--- src/rtl/mcu_subsys_mem_arbiter.sv ---
// mcu_subsys_mem_arbiter
//   Two-master valid/ready arbiter in front of the single-port MCU SRAM.
//   m0 = CPU bus, m1 = DMA/capture bus. Only one access is in flight at a time.
//   The SRAM answers one cycle after it sees s_valid. s_valid is still high in the
//   completion cycle, so the SRAM raises a second, stale ready one cycle later.
//   The DRAIN state exists to swallow that stale ready.
//   Optional feature: define MCU_SUBSYS_MEM_ARB_TIMEOUT_EN to abort BUSY after
//   TIMEOUT_CYCLES cycles with no s_ready. The aborted access returns 32'hDEAD_BEEF
//   and pulses arb_err.
module mcu_subsys_mem_arbiter #(
  parameter int FIXED_PRIO     = 0,
  parameter int TIMEOUT_CYCLES = 16
) (
  input  logic        clk,
  input  logic        rst_n,
  input  logic        m0_valid,
  output logic        m0_ready,
  input  logic [31:0] m0_addr,
  input  logic [31:0] m0_wdata,
  input  logic [3:0]  m0_wstrb,
  output logic [31:0] m0_rdata,
  input  logic        m1_valid,
  output logic        m1_ready,
  input  logic [31:0] m1_addr,
  input  logic [31:0] m1_wdata,
  input  logic [3:0]  m1_wstrb,
  output logic [31:0] m1_rdata,
  output logic        s_valid,
  input  logic        s_ready,
  output logic [31:0] s_addr,
  output logic [31:0] s_wdata,
  output logic [3:0]  s_wstrb,
  input  logic [31:0] s_rdata,
  output logic [1:0]  grant,
  output logic        arb_err
);
  localparam int NM = 2;

  typedef enum logic [1:0] {
    ST_IDLE  = 2'd0,
    ST_BUSY  = 2'd1,
    ST_DRAIN = 2'd2
  } state_t;

  if (TIMEOUT_CYCLES < 1) begin : g_bad_timeout
    $error("TIMEOUT_CYCLES must be at least 1");
  end

  state_t               r_state;
  logic                 r_last_grant;   // index of the master granted last
  logic                 r_owner;        // index of the master owning the access
  logic                 r_s_valid;
  logic [31:0]          r_s_addr;
  logic [31:0]          r_s_wdata;
  logic [3:0]           r_s_wstrb;
  logic [NM-1:0]        r_grant;
  logic [NM-1:0]        r_m_ready;
  logic [NM-1:0][31:0]  r_m_rdata;

  logic [NM-1:0]        w_req;
  logic                 w_owner;
  logic [31:0]          w_addr;
  logic [31:0]          w_wdata;
  logic [3:0]           w_wstrb;

`ifdef MCU_SUBSYS_MEM_ARB_TIMEOUT_EN
  localparam int CW = (TIMEOUT_CYCLES > 2) ? $clog2(TIMEOUT_CYCLES) : 1;
  localparam logic [CW-1:0] TO_LAST = CW'(TIMEOUT_CYCLES - 1);
  logic [CW-1:0]        r_busy_cnt;
  logic                 r_arb_err;
  logic                 w_timeout;
  assign w_timeout = (r_busy_cnt == TO_LAST);
`endif

  assign w_req = {m1_valid, m0_valid};

  // Choose the next owner. Round-robin alternates on a tie; fixed priority favours m0.
  always_comb begin
    w_owner = 1'b0;
    if (&w_req)        w_owner = (FIXED_PRIO != 0) ? 1'b0 : ~r_last_grant;
    else if (w_req[1]) w_owner = 1'b1;
  end

  assign w_addr  = w_owner ? m1_addr  : m0_addr;
  assign w_wdata = w_owner ? m1_wdata : m0_wdata;
  assign w_wstrb = w_owner ? m1_wstrb : m0_wstrb;

  // Access sequencer: IDLE -> BUSY (wait for s_ready) -> DRAIN (drop the stale ready) -> IDLE.
  always_ff @(posedge clk or negedge rst_n) begin
    if (!rst_n) begin
      r_state      <= ST_IDLE;
      r_last_grant <= 1'b1;
      r_owner      <= 1'b0;
      r_s_valid    <= 1'b0;
      r_s_addr     <= '0;
      r_s_wdata    <= '0;
      r_s_wstrb    <= '0;
      r_grant      <= '0;
      r_m_ready    <= '0;
      r_m_rdata    <= '0;
`ifdef MCU_SUBSYS_MEM_ARB_TIMEOUT_EN
      r_busy_cnt   <= '0;
      r_arb_err    <= 1'b0;
`endif
    end else begin
`ifdef MCU_SUBSYS_MEM_ARB_TIMEOUT_EN
      r_arb_err <= 1'b0;
`endif
      case (r_state)
        ST_IDLE: begin
          if (|w_req) begin
            r_owner      <= w_owner;
            r_last_grant <= w_owner;
            r_s_addr     <= w_addr;
            r_s_wdata    <= w_wdata;
            r_s_wstrb    <= w_wstrb;
            r_s_valid    <= 1'b1;
            r_grant      <= w_owner ? 2'b10 : 2'b01;
            r_state      <= ST_BUSY;
`ifdef MCU_SUBSYS_MEM_ARB_TIMEOUT_EN
            r_busy_cnt   <= '0;
`endif
          end
        end
        ST_BUSY: begin
          if (s_ready) begin
            r_s_valid          <= 1'b0;
            r_m_ready[r_owner] <= 1'b1;
            r_m_rdata[r_owner] <= s_rdata;
            r_state            <= ST_DRAIN;
          end
`ifdef MCU_SUBSYS_MEM_ARB_TIMEOUT_EN
          else if (w_timeout) begin
            r_s_valid          <= 1'b0;
            r_m_ready[r_owner] <= 1'b1;
            r_m_rdata[r_owner] <= 32'hDEAD_BEEF;
            r_arb_err          <= 1'b1;
            r_state            <= ST_DRAIN;
          end else begin
            r_busy_cnt <= r_busy_cnt + 1'b1;
          end
`endif
        end
        ST_DRAIN: begin
          r_grant   <= '0;
          r_m_ready <= '0;
          r_state   <= ST_IDLE;
        end
        default: r_state <= ST_IDLE;
      endcase
    end
  end

  assign s_valid  = r_s_valid;
  assign s_addr   = r_s_addr;
  assign s_wdata  = r_s_wdata;
  assign s_wstrb  = r_s_wstrb;
  assign grant    = r_grant;
  assign m0_ready = r_m_ready[0];
  assign m1_ready = r_m_ready[1];
  assign m0_rdata = r_m_rdata[0];
  assign m1_rdata = r_m_rdata[1];
`ifdef MCU_SUBSYS_MEM_ARB_TIMEOUT_EN
  assign arb_err  = r_arb_err;
`else
  assign arb_err  = 1'b0;
`endif

endmodule
--- config.mk ---
export PLATFORM = sky130hd
export DESIGN_NAME = mcu_subsys_mem_arbiter
export DESIGN_NICKNAME = d
export VERILOG_FILES = /design/src/rtl/mcu_subsys_mem_arbiter.sv
export SDC_FILE = /design/constraint.sdc
export NUM_CORES = 1
export LEC_CHECK = 0
export CORE_MARGIN = 5
export CORE_UTILIZATION = 27
export CTS_BUF_LIST = sky130_fd_sc_hd__clkbuf_16
export CTS_CLUSTER_SIZE = 12
export DETAILED_ROUTE_END_ITERATION = 16
export RECOVER_POWER = 25
export SYNTH_ARGS = -nofsm -noshare
export SYNTH_HDL_FRONTEND = slang
export SYNTH_SLANG_ARGS = --single-unit
--- constraint.sdc ---
create_clock -name clk -period 1.9 [get_ports clk]
set_clock_uncertainty 0.2 [all_clocks]
set_input_delay 0.19 -clock clk [delete_from_list [all_inputs] [get_ports clk]]
set_output_delay 0.19 -clock clk [all_outputs]
set_load 0.02 [all_outputs]
==> results of run 1 <==
-- report_power, final --
| group | internal [mW] | switching (mW) | total, mW |
|---|---|---|---|
| logic | 4.98 | 3.98 | 8.96 |
| clock network | 1.66 | 1.30 | 2.96 |
| registers | 4.56 | 0.830 | 5.39 |
| total | 11.2 | 6.11 | 17.3 |
-- metrics by stage --
step / utilization [%] / hold slack, ns / power (mW) / setup slack (ns)
2_1_floorplan: - / -0.306 / 9.80 / 0.0274
3_3_place_gp: 43.2 / -0.137 / 14.2 / -0.205
3_5_place_dp: 43.2 / -0.142 / 14.3 / -0.234
4_1_cts: 45.6 / 0.165 / 17.4 / -0.0653
5_1_grt: 45.9 / 0.185 / 18.2 / -0.119
6_report: 45.9 / 0.116 / 17.3 / -0.0686
-- cell type report --
type	count	area, sq um	share of cell area (%)
tap	285	357	3.45
clock buffer	17	425	4.12
sequential	141	3530	34.1
timing repair buffer	329	3360	32.5
clock inverter	14	97.6	0.944
multi-input combinational	222	2550	24.7
inverter	3	11.3	0.109
-- cells in the final DEF, fill, tap and decap left out --
cell type / instances
clkdlybuf4s50_1: 308
mux2_2: 158
dfrtp_1: 140
mux2_4: 42
clkbuf_16: 18
buf_4: 9
nand2_1: 6
buf_12: 6
o21ai_0: 4
clkinvlp_4: 4
clkinv_2: 4
inv_1: 3
inv_6: 3
nand2b_1: 2
clkinv_4: 2
buf_6: 2
a21bo_4: 1
nor2_1: 1
nor3_4: 1
or4_1: 1
o211a_1: 1
nand3b_1: 1
nor2_4: 1
a21o_1: 1
or3_1: 1
conb_1: 1
clkinv_1: 1
dlygate4sd3_1: 1
clkbuf_2: 1
buf_16: 1
dfstp_2: 1
-- flip-flops by register name (all words and copies together) (netlist names) --
name	count
grant	2
m0_rdata	32
m1_rdata	32
r_last_grant	1
r_m_ready	2
r_owner	1
r_state	2
s_addr	32
s_valid	1
s_wdata	32
s_wstrb	4
-- worst max-delay path, stage by stage, from the launching register on --
cell       delay [ns]
dfstp_2          0.55
a21bo_4          0.23
clkbuf_16        0.25
mux2_2           0.36
mux2_2           0.26
-- cell families after synthesis --
logic type	Yosys count	share of synthesized area, %
DFF	141	57.6
and+or+nand+nor	14	1.21
other	1	0.0612
muxes	200	38.0
AOI/OAI and AO/OA	7	0.776
buffers and inverters	25	2.33
-- timing repair --
action | 4_1_cts | 5_1_grt
cloned | 0 | 1
hold endpoints to repair | 140 | 0
hold buffers | 2 | 0
endpoints found under the setup margin | 43 | 77
pin swaps | 0 | 1
gates resized for setup | 1 | 22
-- layer usage --
metal	wire, um	vias to the layer above
met5	0	-
met4	259	0
met3	1570	20
met2	9550	193
met1	7650	2206
li1	-	2050
-- path summary, 6_finish.rpt --
path / start / cells past startpoint / endpoint / slack (ns)
worst max-delay path: r_last_grant / 4 / s_addr[17] / -0.07
max in group asynchronous: rst_n / 3 / m0_rdata[12] / 0.40
min in group clk: s_ready / 2 / r_state[0] / 0.19
worst max register to register: r_last_grant / 4 / s_addr[17] / -0.07
worst min-delay path: rst_n / 2 / s_addr[30] / 0.12
worst min register to register: r_m_ready[0] / 1 / r_m_ready[0] / 0.28
==> impl_metrics.csv, run 1 <==
group,metric,value,unit
placed_design,hpwl,14.1,mm
status,violations,"setup timing",
synth,ys.flop_type,"dfrtp_1",
global_route,grt_max_degree,62,
synth,syn_nets,561,
power_and_ir_drop,p_leak,4.31,nW
setup_path,startpoint_type,"flop",
global_route,grt_use_met2,24.8,%
final_layout,nNetsFinal,887,
global_route,grt_pass1_wl,29.2,mm
power_and_ir_drop,powerDensity,1670,nW/um^2
floorplanning,ioPinCount,311,
global_route,first_global_vias,5003,
clocking,cts.clk_slew.worst_paths,0.06,ns
clocking,post_cts_buffers,0,
clocking,tritoncts,"done",
global_route,grt_overflow_total,0,
timing,grt_setup_unrepaired,"yes",
timing,fin_crit_sh,104,%
floorplanning,rows,55,
synth,synth_edf_count,0,
placed_design,place_congestion,0.792,
clocking,clk_latency,0.41,ns
global_route,busiest_layer,"met2",
setup_path,cp_max_fo,21,
setup_path,cp.required,1.99,ns
setup_path,path_class,"flop to flop",
timing,final_hold_viol_count,0,
timing,worstMarginPinSlew,0.584,ns
timing,period_minus_slack,1.97,ns
synth,synthDistinctLibCells,20,
routing,via_per_inst,4.42,
synth,async_reset_ff_share,100,%
status,status,"finished, violations left",
timing,max_slew_margin,61.1,%
timing,setup_viol,56,
routing,vias,4469,
routing,drt-initial-drc-count,115,
setup_path,end_kind,"flop",
clocking,cts_inserted_buffers,17,
placed_design,dpl_cell_area,9710,sq um
routing,wire_per_inst,18.8,um
run,maxCapViolCount,0,
timing,final_max_slew_viol_count,0,
floorplanning,fp.dieW,161,um
synth,synth_top_area_share,57.2,%
synth,synthTopCellsByArea,"dfrtp_1 57%, mux2_2 33%, mux2_4 4.9%",
synth,yosysTopAreaCell,"dfrtp_1",
global_route,globalRouteTotalUtil,14.5,%
synth,yosysMostFrequentCell,"mux2_2",
clocking,cts_num_sinks,141,
timing,timing.final.ws_setup,-0.0686,ns
global_route,grt_use_met1,17.0,%
routing,ant_nets,0,
synth,synth.ff_latch_count,141,
routing,drc_errors,0,
timing,tns,-1.86,ns
routing,wirelength,19.0,mm
synth,synthTopCellsByCount,"180 x mux2_2, 140 x dfrtp_1, 20 x mux2_4",
placed_design,io_buffers,309,
synth,synth_cells,388,
final_layout,final_cells,1011,
floorplanning,die_area,25800,sq um
global_route,antenna_found_initial,0,
floorplanning,fp.coreArea,22500,sq um
power_and_ir_drop,max-vdd-ir-drop,0.000726,V
final_layout,layout-drive-gt1-share,35.0,%
clocking,htreeDepth,4,
final_layout,syn_to_final_growth,68.8,%
clocking,clockBufferDepth,2,
clocking,root_buffer,"clkbuf_16",
final_layout,design_area,10300,sq um
final_layout,fill_cells,2025,
setup_path,worstPathArrival,2.06,ns
global_route,grtUsageMet3,5.49,%
timing,fmax,508,MHz
floorplanning,die_h,161,um
synth,synth_area,6120,sq um
synth,yosysSeqAreaShare,57.6,%
hold_path,hold_class,"primary input to asynchronous set/reset pin",
routing,drtPass1Iterations,4,
floorplanning,initial_core_util,27.2,%
final_layout,antennaDiodeCount,0,
synth,ys.warnings.count,0,
placed_design,dp.cells,978,
synth,synth_area_per_cell,15.8,sq um
No activity file was read; power rests on OpenSTA's default activity.
==> inputs of run 2 (changes only) <==
--- a/config.mk
+++ b/config.mk
@@ -5,11 +5,13 @@
 export SDC_FILE = /design/constraint.sdc
 export NUM_CORES = 1
 export LEC_CHECK = 0
+export ABC_CLOCK_PERIOD_IN_PS = 1900
 export CORE_MARGIN = 5
-export CORE_UTILIZATION = 27
+export CORE_UTILIZATION = 36
 export CTS_BUF_LIST = sky130_fd_sc_hd__clkbuf_16
 export CTS_CLUSTER_SIZE = 12
 export DETAILED_ROUTE_END_ITERATION = 16
+export PLACE_DENSITY = 0.76
 export RECOVER_POWER = 25
 export SYNTH_ARGS = -nofsm -noshare
 export SYNTH_HDL_FRONTEND = slang
==> run 2 against run 1 <==
The run still ends with setup timing left. Final cell count down 6.3%. Die area decreased by 24%. Total power is 2.7% higher. Sequential share of layout area down 0.082 points. Combinational power down 0.6%. Via count grew 1.7%.
==> impl_metrics.csv, run 2 (synthesis gave the netlist of run 1 again) <==
group,metric,value,unit
power_and_ir_drop,finalPower,17.8,mW
floorplanning,die_h,140,um
timing,max_slew_margin,27.0,%
setup_path,path_class,"flop to flop",
final_layout,design_area,10400,sq um
global_route,grt_overflow_total,0,
setup_path,cp.required,2.00,ns
routing,drt-initial-drc-count,135,
timing,period_minus_slack,1.92,ns
placed_design,io_buffers,309,
routing,vias,4546,
timing,final_hold_viol_count,0,
placed_design,place_congestion,0.822,
final_layout,antennaDiodeCount,0,
final_layout,mostFrequentLayoutCells,"308 x clkdlybuf4s50_1, 147 x mux2_2, 140 x dfrtp_1, 53 x mux2_4, 18 x clkbuf_16",
routing,via_per_inst,4.80,
final_layout,fill_cells,1276,
timing,grt_setup_unrepaired,"yes",
global_route,first_global_vias,5140,
floorplanning,fp.coreArea,16600,sq um
setup_path,startpoint_type,"flop",
final_layout,layout-drive-gt1-share,34.8,%
routing,drc_errors,0,
timing,holdWs,0.0918,ns
timing,fin_crit_sh,101,%
placed_design,dp.cells,908,
setup_path,cp_max_fo,17,
floorplanning,rows,47,
placed_design,dp_worst_setup_slack,-0.225,ns
routing,wirelength,18.7,mm
clocking,tritoncts,"done",
final_layout,final_common_cell,"clkdlybuf4s50_1",
timing,setup_viol,13,
final_layout,multi_input_area,2610,sq um
routing,wire_per_inst,19.7,um
global_route,grt_pass1_wl,27.9,mm
timing,worstMarginPinSlew,1.10,ns
clocking,cts_inserted_buffers,17,
setup_path,critPathLaunch,"r_last_grant",
timing,fmax,521,MHz
routing,drtPass1Iterations,4,
timing,timing.final.ws_setup,-0.0207,ns
setup_path,end_kind,"flop",
power_and_ir_drop,p_leak,4.39,nW
clocking,root_buffer,"clkbuf_16",
final_layout,regArea,3530,sq um
setup_path,worstPathArrival,2.02,ns
floorplanning,die_area,19700,sq um
status,violations,"setup timing",
clocking,clk_latency,0.41,ns
floorplanning,ioPinCount,311,
floorplanning,initial_core_util,36.8,%
power_and_ir_drop,max-vdd-ir-drop,0.00105,V
timing,final_max_slew_viol_count,0,
final_layout,syn_to_final_growth,69.2,%
clocking,cts.clk_slew.worst_paths,0.06,ns
floorplanning,fp.dieW,140,um
final_layout,final_cells,947,
run,maxCapViolCount,0,
clocking,cts_num_sinks,141,
hold_path,hold_class,"primary input to asynchronous set/reset pin",
status,status,"finished, violations left",
global_route,globalRouteTotalUtil,18.1,%
placed_design,dpl_cell_area,9560,sq um
global_route,antenna_found_initial,0,
clocking,clockBufferDepth,2,
clocking,htreeDepth,4,
final_layout,nNetsFinal,887,
routing,ant_nets,0,
power_and_ir_drop,powerDensity,1710,nW/um^2
placed_design,hpwl,13.6,mm
global_route,grt_max_degree,68,
setup_path,worstReg2RegStart,"r_last_grant",
## run 2: changes by cell type in the layout (fill, tap and decap cells not counted), sizes merged
cell / delta
clkinv: -2
buf: -3
a21bo: +1
clkinvlp: -2
bufinv: +3
dlygate4sd3: +2
inv: +2
## run 2: layout make-up
type	count	share of cell area (%)
flip-flops and latches	141	34.1
repair buffers	328	32.1
multi-input cells	223	25.2
clock buffers	17	4.11
well taps	220	2.66
clock inverters	15	1.80
inverters	3	0.109
## run 2: power by group
part	switching, mW	leakage (nW)	internal, mW
sequential	0.866	1.66	4.56
combinational	3.97	2.43	4.94
clock	1.35	0.294	2.09
total	6.18	4.39	11.6
## run 2: worst paths after layout
check	end	slack, ns	depth (start not counted)
max in group asynchronous	r_state[0]	0.27	3
min in group clk	r_state[0]	0.18	2
max	s_wdata[4]	-0.02	4
min reg2reg	r_m_ready[0]	0.28	1
max reg2reg	s_wdata[4]	-0.02	4
min	r_last_grant	0.09	2
## run 2: metrics by stage
step	TNS, ns	utilization (%)
3_3_place_gp	-9.74	57.5
4_1_cts	-1.29	61.4
3_5_place_dp	-11.45	57.5
5_1_grt	-1.53	62.3
2_1_floorplan	0	-
6_report	-0.178	62.3
## run 2: critical path: stages (launching register included)
cell	delay [ns]
dfstp_2	0.59
a21bo_4	0.21
buf_12	0.18
mux2_2	0.35
mux2_2	0.26
## run 2: routing by layer
metal  part of all wire (%)  up-vias  wire, um  track usage [%]
li1                       -     2036         -                -
met1                     37     2284      6870             19.3
met2                     51      205      9600             31.5
met3                     10       21      1870             8.38
met4                    1.7        0       320             6.17
met5                      0        -         0                0
## run 2: repair_timing
| action | CTS | global route |
|---|---|---|
| endpoints found under the setup margin | 44 | 61 |
| hold buffers | 3 | 0 |
| hold endpoints to repair | 141 | 0 |
| setup buffers | 1 | 0 |
| gates resized for setup | 2 | 32 |
| pin swaps | 0 | 1 |
| gates cloned | 0 | 3 |
